<file path="config.mk">
export PLATFORM = sky130hd
export DESIGN_NAME = ram_port_arbiter
export DESIGN_NICKNAME = d
export VERILOG_FILES = /design/src/rtl/ram_port_arbiter.sv
export SDC_FILE = /design/constraint.sdc
export NUM_CORES = 1
export LEC_CHECK = 0
export BUFFER_PORTS_ARGS = -buffer_cell sky130_fd_sc_hd__buf_2
export CORE_UTILIZATION = 49
export DETAILED_ROUTE_END_ITERATION = 6
export GPL_TIMING_DRIVEN = 0
export PLACE_DENSITY = 0.86
export SETUP_SLACK_MARGIN = 0.3
export SLEW_MARGIN = 10
export SYNTH_ARGS = -nofsm -noshare
export SYNTH_HDL_FRONTEND = slang
export SYNTH_SLANG_ARGS = --single-unit
</file>
<file path="constraint.sdc">
create_clock -name CLK_50 -period 3.2 [get_ports CLK_50]
set_input_delay 0.32 -clock CLK_50 [delete_from_list [all_inputs] [get_ports CLK_50]]
set_output_delay 0.32 -clock CLK_50 [all_outputs]
set_load 0.01 [all_outputs]
</file>
<file path="src/rtl/ram_port_arbiter.sv">
// ram_port_arbiter: shares the CPU-side port of the data RAM between the CPU
// and a block-fill engine that writes one value over an address range.
// CPU accesses pass straight through. The engine writes only in cycles where
// the CPU leaves the port idle.
// Optional macro RAM_ARB_STARVE_GUARD_EN adds a starvation guard. After the
// engine has been denied MAX_WAIT consecutive cycles, the guard forces one
// engine slot and stalls the CPU for that cycle.
module ram_port_arbiter #(
    parameter int DATA_WIDTH = 16,
    parameter int ADDR_WIDTH = 12,
    parameter int MAX_WAIT   = 8
) (
    input  logic                  CLK_50,
    input  logic                  resetN,
    input  logic                  cpu_req,
    input  logic [ADDR_WIDTH-1:0] cpu_addr,
    input  logic [DATA_WIDTH-1:0] cpu_wdata,
    input  logic                  cpu_we,
    output logic [DATA_WIDTH-1:0] cpu_rdata,
    output logic                  cpu_stall,
    input  logic                  fill_start,
    input  logic [ADDR_WIDTH-1:0] fill_base,
    input  logic [ADDR_WIDTH:0]   fill_len,
    input  logic [DATA_WIDTH-1:0] fill_value,
    output logic                  fill_busy,
    output logic                  fill_done,
    output logic [ADDR_WIDTH-1:0] ram_addr,
    output logic [DATA_WIDTH-1:0] ram_wdata,
    output logic                  ram_we,
    input  logic [DATA_WIDTH-1:0] ram_rdata
);

    typedef enum logic [1:0] {IDLE, FILL, DONE} state_t;

    localparam logic [ADDR_WIDTH:0]   FULL_LEN = {1'b1, {ADDR_WIDTH{1'b0}}};
    localparam logic [ADDR_WIDTH:0]   LEN_ONE  = 1;
    localparam logic [ADDR_WIDTH-1:0] PTR_ONE  = 1;
    localparam logic [7:0]            WAIT_LIMIT = 8'(MAX_WAIT);

    state_t                state, state_nxt;
    logic [ADDR_WIDTH-1:0] ptr;
    logic [ADDR_WIDTH:0]   remaining;
    logic [ADDR_WIDTH:0]   eff_len;
    logic [DATA_WIDTH-1:0] value;
    logic                  eng_grant;
    logic                  force_slot;

    // A fill longer than the whole address space is clamped to one full pass.
    assign eff_len = (fill_len > FULL_LEN) ? FULL_LEN : fill_len;

`ifdef RAM_ARB_STARVE_GUARD_EN
    logic [7:0] wait_cnt;

    assign force_slot = (state == FILL) && (wait_cnt == WAIT_LIMIT);

    // Count consecutive denied fill cycles. Any grant or leaving FILL restarts the count.
    always_ff @(posedge CLK_50 or negedge resetN) begin
        if (!resetN)
            wait_cnt <= '0;
        else if (state == FILL && !eng_grant)
            wait_cnt <= wait_cnt + 8'd1;
        else
            wait_cnt <= '0;
    end
`else
    logic unused_max_wait;

    assign force_slot      = 1'b0;
    assign unused_max_wait = ^WAIT_LIMIT;
`endif

    assign eng_grant = (state == FILL) && (!cpu_req || force_slot);

    // Port mux. A forced slot overrides the CPU, so its write is dropped for that cycle.
    assign ram_addr  = eng_grant ? ptr   : cpu_addr;
    assign ram_wdata = eng_grant ? value : cpu_wdata;
    assign ram_we    = resetN & (eng_grant | (cpu_req & cpu_we));
    assign cpu_stall = force_slot;
    assign cpu_rdata = ram_rdata;
    assign fill_busy = (state != IDLE);
    assign fill_done = (state == DONE);

    // State register.
    always_ff @(posedge CLK_50 or negedge resetN) begin
        if (!resetN)
            state <= IDLE;
        else
            state <= state_nxt;
    end

    // Next-state logic. A start request outside IDLE is ignored.
    always_comb begin
        state_nxt = state;
        case (state)
            IDLE: if (fill_start) state_nxt = (eff_len != '0) ? FILL : DONE;
            FILL: if (eng_grant && remaining == LEN_ONE) state_nxt = DONE;
            DONE: state_nxt = IDLE;
            default: state_nxt = IDLE;
        endcase
    end

    // Fill datapath. Latch the job on start, then advance the pointer on each granted write.
    always_ff @(posedge CLK_50 or negedge resetN) begin
        if (!resetN) begin
            ptr       <= '0;
            remaining <= '0;
            value     <= '0;
        end else if (state == IDLE && fill_start) begin
            ptr       <= fill_base;
            remaining <= eff_len;
            value     <= fill_value;
        end else if (eng_grant) begin
            ptr       <= ptr + PTR_ONE;
            remaining <= remaining - LEN_ONE;
        end
    end

endmodule

</file>
==> impl_metrics.yaml, run 1 <==
timing:
  relSlewSlack_pct: 34.6
  slew_viol_final: 0
  setup_viol: 0
  worst_slew_pin_slew_ps: 981
  fin_crit_ps: 2710
  max_clock_freq_ghz: 0.369
  hold_viol: 0
  fin_worst_skew_ps: 2.44
  setup_ws_ps: 489
  finalSetupTns_ps: 0
  rsz0062_at_grt: "no"
  min_period_over_period_pct: 84.7
pwr:
  p_total_mw: 2.59
  leakagePower_nw: 1.83
  vdd_drop_max_mv: 0.397
  p_per_area_nw_per_um2: 757
logic_synthesis:
  syn_area_sq_um: 2650
  ys_seq_elements: 43
  synthesis.nets: 445
  synth_cell_type_count: 49
  ys_async_sr_fraction_pct: 100
  syn_inst: 352
  synth_edf_count: 0
  synth_top_flop_cell: "dfrtp_1"
  ys.warnings.count: 0
  yosysSeqAreaShare_pct: 40.6
  avgSynthCellArea_sq_um: 7.54
global_routing:
  grt_first_pass_wirelength_um: 11700
  gr-total-overflow: 0
  grt_usage_pct: 27.9
  grt_pass1_vias: 2513
  grt_start_max_net_pins: 45
  antenna_found_initial: 0
critical_path:
  max_stage_delay_ps: 490
  r2r-start: "state[0]"
  cp_slowest_cell: "clkbuf_1"
  critPathLaunch: "state[0]"
  startpoint_type: "register"
  cp_cell_sequence: "or3b_1 > buf_2 > clkbuf_1 > clkbuf_1 > nand2_1 > nand2_1 > buf_2"
  path_buf_inv: 4
  arrival_ps: 2390
  critPathMaxFanout: 10
  crit_type: "register to output port"
  worst-endpoint-required_ps: 2880
  cp-end-kind: "output port"
  crit_family: "buffers and inverters"
finish:
  fillCellCount: 472
  drive_above_1_share_pct: 32.5
  fin_nets: 572
  areaGrowthSynthToFinish_pct: 29.2
  n_antenna_cell: 0
job:
  drv_cap: 0
placed_design:
  dpl_worst_slack_ps: 834
  gp_congestion: 0.882
  place_hpwl_um: 5680
  port_buffers: 120
drt:
  drc: 0
  drtPass1Iterations: 5
  via_per_inst: 5.44
  drt_iter0_drc: 236
  routedWlPerCell_um: 13.8
  ant_nets: 0
  route.vias.total: 2994
  routed_wirelength_um: 7600
worst_hold_path:
  hold_class: "primary input to async pin"
cts:
  hold_buffers: 0
  post_cts_buffers: 0
  cts_tree: "yes"
  clock_latency_ps: 300
  cts_sinks: 43
  cts_resized: 0
  cts.clk_slew.worst_paths_ps: 80
  cts_buffers: 5
  cts_max_level: 2
  clockBufferDepth: 2
  root_buffer: "clkbuf_8"
die:
  core_sq_um: 5170
  dieHeight_um: 75.6
  num_rows: 26
  io_pins: 138
  start_util_pct: 51.3
  die_w_um: 75.6
  dieArea_sq_um: 5710
run_status:
  status: "completed"
==> flip-flops by register name, summed over array words and instances, names as in the netlist <==
signal / cells
remaining: 13
state: 2
ptr: 12
value: 16
==> cells in the mapped netlist (all sizes together) (2+ instances only) <==
cell	n	area, sq um
nor4	8	50.1
ha	3	37.5
a31oi	3	18.8
o211ai	5	37.5
a21oi	9	45.0
a311oi	2	17.5
nor3b	3	27.5
o311ai	5	43.8
or4	2	15.0
nand2	151	567
a211o	2	17.5
nor3	4	25.0
buf	26	169
nand4	3	18.8
dfrtp	43	1080
xnor2	2	17.5
or3b	3	26.3
o21ai	14	70.1
clkbuf	8	30.0
or3	2	12.5
a211oi	3	22.5
and3	3	18.8
nand3	8	40.0
xor2	3	26.3
a22oi	3	22.5
nor2	12	45.0
inv	5	18.8
==> per-stage QoR <==
stage	instance area (sq um)	util (%)	std cells	hold WS, ps
2_1_floorplan	2650	-	352	24.4
3_3_place_gp	3340	64.6	542	458
3_5_place_dp	3340	64.6	542	462
4_1_cts	3430	66.2	550	202
5_1_grt	3430	66.2	550	214
6_report	3430	66.2	550	169
==> layout make-up <==
class	count	area [sq um]	share of cell area (%)
clock inverters	2	12.5	0.365
plain buffers	34	199	5.81
clock buffers	6	72.6	2.12
flip-flops and latches	43	1080	31.4
repair buffers	120	601	17.5
well taps	70	87.6	2.56
multi-input cells	269	1360	39.6
inverters	6	22.5	0.657
==> cell families after synthesis <==
| kind of cell | count (synthesis) | synth area share [%] |
|---|---|---|
| buf+inv | 40 | 8.35 |
| xor+xnor | 5 | 1.65 |
| flops | 43 | 40.6 |
| simple gates | 205 | 33.6 |
| other cells | 1 | 0.141 |
| compound gates | 55 | 14.2 |
| fa+ha+maj | 3 | 1.42 |
==> final timing paths <==
path                                end  slack [ps]  depth (start not counted)
max                         ram_addr[0]         490                          7
min                              ptr[1]         170                          1
max reg2reg                remaining[1]        1130                          5
min reg2reg                    value[5]         480                          2
max in group asynchronous      value[4]        2410                          1
min in group CLK_50            value[2]         210                          3
==> report_power, final <==
group	internal (mW)	leakage, nW	switching [mW]
Clock	0.153	0.0412	0.189
Sequential	0.794	0.531	0.258
Combinational	0.498	1.25	0.701
==> cell usage in the layout, fill, tap and decap left out, types with 2 or more instances in the layout <==
cell / n
a211o_1: 2
a211oi_1: 3
a21oi_1: 9
a22oi_1: 3
a311oi_1: 2
a31oi_1: 3
and3_1: 3
buf_1: 3
buf_2: 126
buf_4: 17
clkbuf_1: 9
clkbuf_8: 5
dfrtp_1: 43
ha_1: 3
inv_1: 5
nand2_1: 151
nand3_1: 8
nand4_1: 3
nor2_1: 12
nor3_1: 3
nor3b_1: 2
nor4_1: 8
o211ai_1: 5
o21ai_0: 14
o311ai_0: 5
or3_1: 2
or3b_2: 2
or4_1: 2
xnor2_1: 2
xor2_1: 3
==> per-layer routing <==
layer	vias to the layer above	routed length, um	part of all wire (%)	track usage [%]
li1	1431	-	-	-
met1	1387	3140	41	36.1
met2	156	3790	50	47.1
met4	0	172	2.3	12.3
met3	20	495	6.5	3.44
met5	-	0	0	0
No activity file was read; power rests on OpenSTA's default activity.
==> run 2: changes to the inputs <==
--- a/config.mk
+++ b/config.mk
@@ -6,10 +6,10 @@
 export NUM_CORES = 1
 export LEC_CHECK = 0
 export BUFFER_PORTS_ARGS = -buffer_cell sky130_fd_sc_hd__buf_2
-export CORE_UTILIZATION = 49
+export CORE_UTILIZATION = 46
 export DETAILED_ROUTE_END_ITERATION = 6
 export GPL_TIMING_DRIVEN = 0
-export PLACE_DENSITY = 0.86
+export PLACE_DENSITY = 0.81
 export SETUP_SLACK_MARGIN = 0.3
 export SLEW_MARGIN = 10
 export SYNTH_ARGS = -nofsm -noshare
==> constraint.sdc (replaced) <==
create_clock -name CLK_50 -period 2.75 [get_ports CLK_50]
set_input_delay 0.275 -clock CLK_50 [delete_from_list [all_inputs] [get_ports CLK_50]]
set_output_delay 0.275 -clock CLK_50 [all_outputs]
set_load 0.01 [all_outputs]
==> impl_metrics.yaml, run 2 (synthesis gave the netlist of run 1 again) <==
global_routing:
  grt_usage_pct: 25.9
  grt_first_pass_wirelength_um: 12400
  antenna_found_initial: 0
  grt_start_max_net_pins: 45
  grt_pass1_vias: 2642
  gr-total-overflow: 0
cts:
  cts_sinks: 43
  cts_buffers: 5
  root_buffer: "clkbuf_8"
  cts.clk_slew.worst_paths_ps: 90
  clockBufferDepth: 2
  hold_buffers: 0
  cts_tree: "yes"
  cts_max_level: 2
  clock_latency_ps: 300
die:
  die_w_um: 77.9
  core_sq_um: 5540
  num_rows: 27
  start_util_pct: 47.9
  dieArea_sq_um: 6070
  dieHeight_um: 77.9
  io_pins: 138
finish:
  fin_nets: 574
  top_register: "value"
  fillCellCount: 524
  instances_no_fill: 554
  areaGrowthSynthToFinish_pct: 31.7
  drive_above_1_share_pct: 34.2
  n_antenna_cell: 0
  final_core_util_pct: 63.0
  final_cell_mix: "151 x nand2_1, 125 x buf_2, 41 x dfrtp_1"
  final_common_cell: "nand2_1"
  reg.largest.list: "value (16), remaining (13), ptr (12)"
  largest_reg_flops: 16
timing:
  fin_worst_skew_ps: 8.51
  hold_viol: 0
  min_period_over_period_pct: 84.5
  setup_viol: 0
  finalSetupTns_ps: 0
  setup_ws_ps: 426
  rsz0062_at_grt: "no"
  relSlewSlack_pct: 34.6
  worst_slew_pin_slew_ps: 981
  slew_viol_final: 0
  fin_crit_ps: 2320
  max_clock_freq_ghz: 0.430
job:
  drv_cap: 0
drt:
  via_per_inst: 5.23
  drtPass1Iterations: 4
  drc: 0
  drt_iter0_drc: 192
  routedWlPerCell_um: 13.5
  routed_wirelength_um: 7500
  route.vias.total: 2897
  ant_nets: 0
placed_design:
  post-place-cells: 544
  dpl_worst_slack_ps: 431
  port_buffers: 120
  gp_congestion: 0.885
  place_hpwl_um: 5620
critical_path:
  arrival_ps: 2050
  crit_type: "register to output port"
  cp-end-kind: "output port"
  worst-endpoint-required_ps: 2480
  critPathMaxFanout: 10
  startpoint_type: "register"
pwr:
  p_total_mw: 3.14
  leakagePower_nw: 1.87
  p_per_area_nw_per_um2: 899
  vdd_drop_max_mv: 0.457
run_status:
  status: "completed"
worst_hold_path:
  hold_class: "primary input to async pin"
## run 2: cell types whose count changed in the layout (fill, tap and decap cells not counted), sizes merged
cell      delta
clkinv       +1
buf          +2
clkinvlp     -1
clkbuf       -1
bufinv       +1
## run 2: per-stage QoR
step                hold slack (ps)  cell area, sq um
CTS                             156              3470
global placement                458              3340
global route                    155              3490
floorplan                     -20.6              2650
detailed placement              462              3340
finish                          131              3490
## run 2: timing repair
item,CTS,global route
setup buffers,0,2
hold endpoints to repair,0,0
endpoints found under the setup margin,28,28
gates resized for setup,7,4
## run 2: critical path, stage by stage (launching register included)
cell,delay (ps)
dfrtp_2,440
or3b_1,360
buf_2,180
clkbuf_4,220
clkbuf_4,210
o21ai_0,170
buf_2,150
## run 2: cell type report
type	count	area, sq um	area share, %
timing repair buffer	122	616	17.6
multi-input combinational	269	1360	39.0
tap	72	90.1	2.58
clock inverter	3	43.8	1.25
inverter	6	22.5	0.645
sequential	43	1080	30.9
clock buffer	5	68.8	1.97
buffer	34	211	6.06
## run 2: metal layers
metal | up-vias | track usage, % | wire (um)
met2 | 126 | 44.7 | 3650
met5 | - | 0 | 0
li1 | 1438 | - | -
met1 | 1325 | 33.6 | 3200
met3 | 8 | 3.41 | 562
met4 | 0 | 8.15 | 88
## run 2: path summary, 6_finish.rpt
kind	start	endpoint	slack, ps	cells after the start
worst max-delay path	state[1]	ram_addr[3]	430	6
worst min-delay path	resetN	ptr[0]	130	1
worst max register to register	state[1]	ptr[11]	550	6
worst min register to register	value[13]	value[13]	480	2
max in group asynchronous	resetN	state[0]	1960	1
min in group CLK_50	fill_value[13]	value[13]	160	3
## run 2: power by group
part	switching (mW)	internal, mW
Sequential	0.289	0.926
Clock	0.230	0.271
Combinational	0.816	0.606
==> run 3: changes to the inputs <==
--- a/config.mk
+++ b/config.mk
@@ -6,10 +6,10 @@
 export NUM_CORES = 1
 export LEC_CHECK = 0
 export BUFFER_PORTS_ARGS = -buffer_cell sky130_fd_sc_hd__buf_2
-export CORE_UTILIZATION = 46
+export CORE_UTILIZATION = 41
 export DETAILED_ROUTE_END_ITERATION = 6
 export GPL_TIMING_DRIVEN = 0
-export PLACE_DENSITY = 0.81
+export PLACE_DENSITY = 0.77
 export SETUP_SLACK_MARGIN = 0.3
 export SLEW_MARGIN = 10
 export SYNTH_ARGS = -nofsm -noshare
==> constraint.sdc (replaced) <==
create_clock -name CLK_50 -period 2 [get_ports CLK_50]
set_input_delay 0.2 -clock CLK_50 [delete_from_list [all_inputs] [get_ports CLK_50]]
set_output_delay 0.2 -clock CLK_50 [all_outputs]
set_load 0.01 [all_outputs]
==> impl_metrics.yaml, run 3 (synthesis gave the netlist of run 1 again) <==
critical_path:
  max_stage_delay_ps: 450
  cp_slowest_cell: "dfrtp_2"
  r2r_setup_slack_ps: -20
  critPathMaxFanout: 8
  crit_family: "buffers and inverters"
  arrival_ps: 1870
  path_common_cell: "clkbuf_16"
  crit_type: "register to output port"
  critPathLaunch: "state[1]"
  cp_cell_sequence: "or3b_1 > buf_6 > clkbuf_16 > clkbuf_16 > o21ai_2 > buf_2"
  worstRegToRegCells: 9
  cp.depth: 6
  r2r-start: "state[1]"
  worst-endpoint-required_ps: 1800
  r2r-end: "value[13]"
  cp-end-kind: "output port"
  path_buf_inv: 4
  startpoint_type: "register"
placed_design:
  port_buffers: 120
  place_hpwl_um: 5800
  dpl_worst_slack_ps: -287
  gp_congestion: 0.852
timing:
  finalSetupTns_ps: -1280
  max_clock_freq_ghz: 0.483
  rsz0062_at_grt: "yes"
  setup_viol: 31
  hold_viol: 0
  fin_worst_skew_ps: 8.84
  slew_viol_final: 0
  setup_ws_ps: -70.5
  fin_crit_ps: 2070
  worst_slew_pin_slew_ps: 997
  relSlewSlack_pct: 33.5
  min_period_over_period_pct: 104
cts:
  clockBufferDepth: 2
  clock_latency_ps: 300
  hold_buffers: 0
  cts_sinks: 43
  root_buffer: "clkbuf_8"
  cts_max_level: 2
  cts.clk_slew.worst_paths_ps: 90
  cts_buffers: 5
  cts_tree: "yes"
die:
  core_sq_um: 6100
  dieHeight_um: 82.4
  die_w_um: 82.4
  io_pins: 138
  start_util_pct: 43.5
  num_rows: 28
  dieArea_sq_um: 6800
pwr:
  clockPowerShare_pct: 10.4
  switching_share_pct: 42.9
  vdd_drop_max_mv: 0.611
  pwr-share-seq_pct: 31.9
  p_int_mw: 3.12
  p_per_area_nw_per_um2: 1250
  p_comb_share_pct: 57.7
  leakagePower_nw: 2.22
  p_switching_mw: 2.35
  p_total_mw: 5.46
global_routing:
  grt_start_max_net_pins: 45
  antenna_found_initial: 0
  grt_first_pass_wirelength_um: 13500
  grt_usage_pct: 27.0
  grt_pass1_vias: 2822
  gr-total-overflow: 0
run_status:
  status: "finished with violations"
  violations: "setup timing"
drt:
  drtPass1Iterations: 5
  routed_wirelength_um: 9410
  ant_nets: 0
  routedWlPerCell_um: 16.1
  drt_iter0_drc: 192
  via_per_inst: 5.42
  drc: 0
  route.vias.total: 3165
finish:
  areaGrowthSynthToFinish_pct: 64.4
  final_cell_mix: "113 x buf_2, 111 x nand2_1, 39 x dfrtp_1"
  fin_nets: 601
  reg.largest.list: "value (16), remaining (13), ptr (12)"
  largest_reg_flops: 16
  n_antenna_cell: 0
  top_register: "value"
  drive_above_1_share_pct: 53.2
  final_common_cell: "buf_2"
worst_hold_path:
  hold_class: "primary input to async pin"
job:
  drv_cap: 0
[run 3: per-layer routing]
metal	routed length (um)	vias to the layer above	GRT usage (%)
met3	569	18	3.52
met4	222	0	10.7
met2	4920	148	47.7
met5	0	-	0
li1	-	1493	-
met1	3700	1506	33.3
[run 3: timing repair]
action | 4_1_cts | 5_1_grt
cloned | 5 | 1
endpoints found under the setup margin | 68 | 71
pin swaps | 39 | 40
buffers inserted | 9 | 14
resized for setup | 107 | 79
[run 3: power groups by stage]
stage / logic (mW) / registers, mW / clock network [mW]
5_1_grt: 3.42 / 1.79 / 0.608
2_1_floorplan: 1.31 / 1.57 / 0
3_3_place_gp: 1.86 / 1.66 / 0
4_1_cts: 2.61 / 1.68 / 0.569
6_report: 3.15 / 1.74 / 0.568
3_5_place_dp: 1.93 / 1.68 / 0
[run 3: how the worst max path moves through the flow]
stage,end
detailed placement,ram_wdata[15]
floorplan,ram_addr[3]
global route,ram_addr[3]
finish,ram_addr[3]
global placement,ram_wdata[15]
CTS,ram_addr[9]
[run 3: per-stage QoR]
| stage | instance area [sq um] | cells | hold WS (ps) | util (%) |
|---|---|---|---|---|
| floorplan | 2650 | 352 | -95.6 | - |
| global placement | 3350 | 547 | 392 | 54.9 |
| detailed placement | 3350 | 547 | 391 | 54.9 |
| CTS | 3970 | 569 | 79.7 | 65.1 |
| global route | 4360 | 584 | 88.2 | 71.5 |
| finish | 4360 | 584 | 65.3 | 71.5 |
[run 3: layout make-up]
type / count / area [sq um]
clock buffers: 6 / 72.6
clock inverters: 2 / 12.5
fillers: 497 / 1740
multi-input cells: 269 / 1710
repair buffers: 149 / 970
plain buffers: 34 / 402
inverters: 6 / 22.5
well taps: 75 / 93.8
flip-flops and latches: 43 / 1080
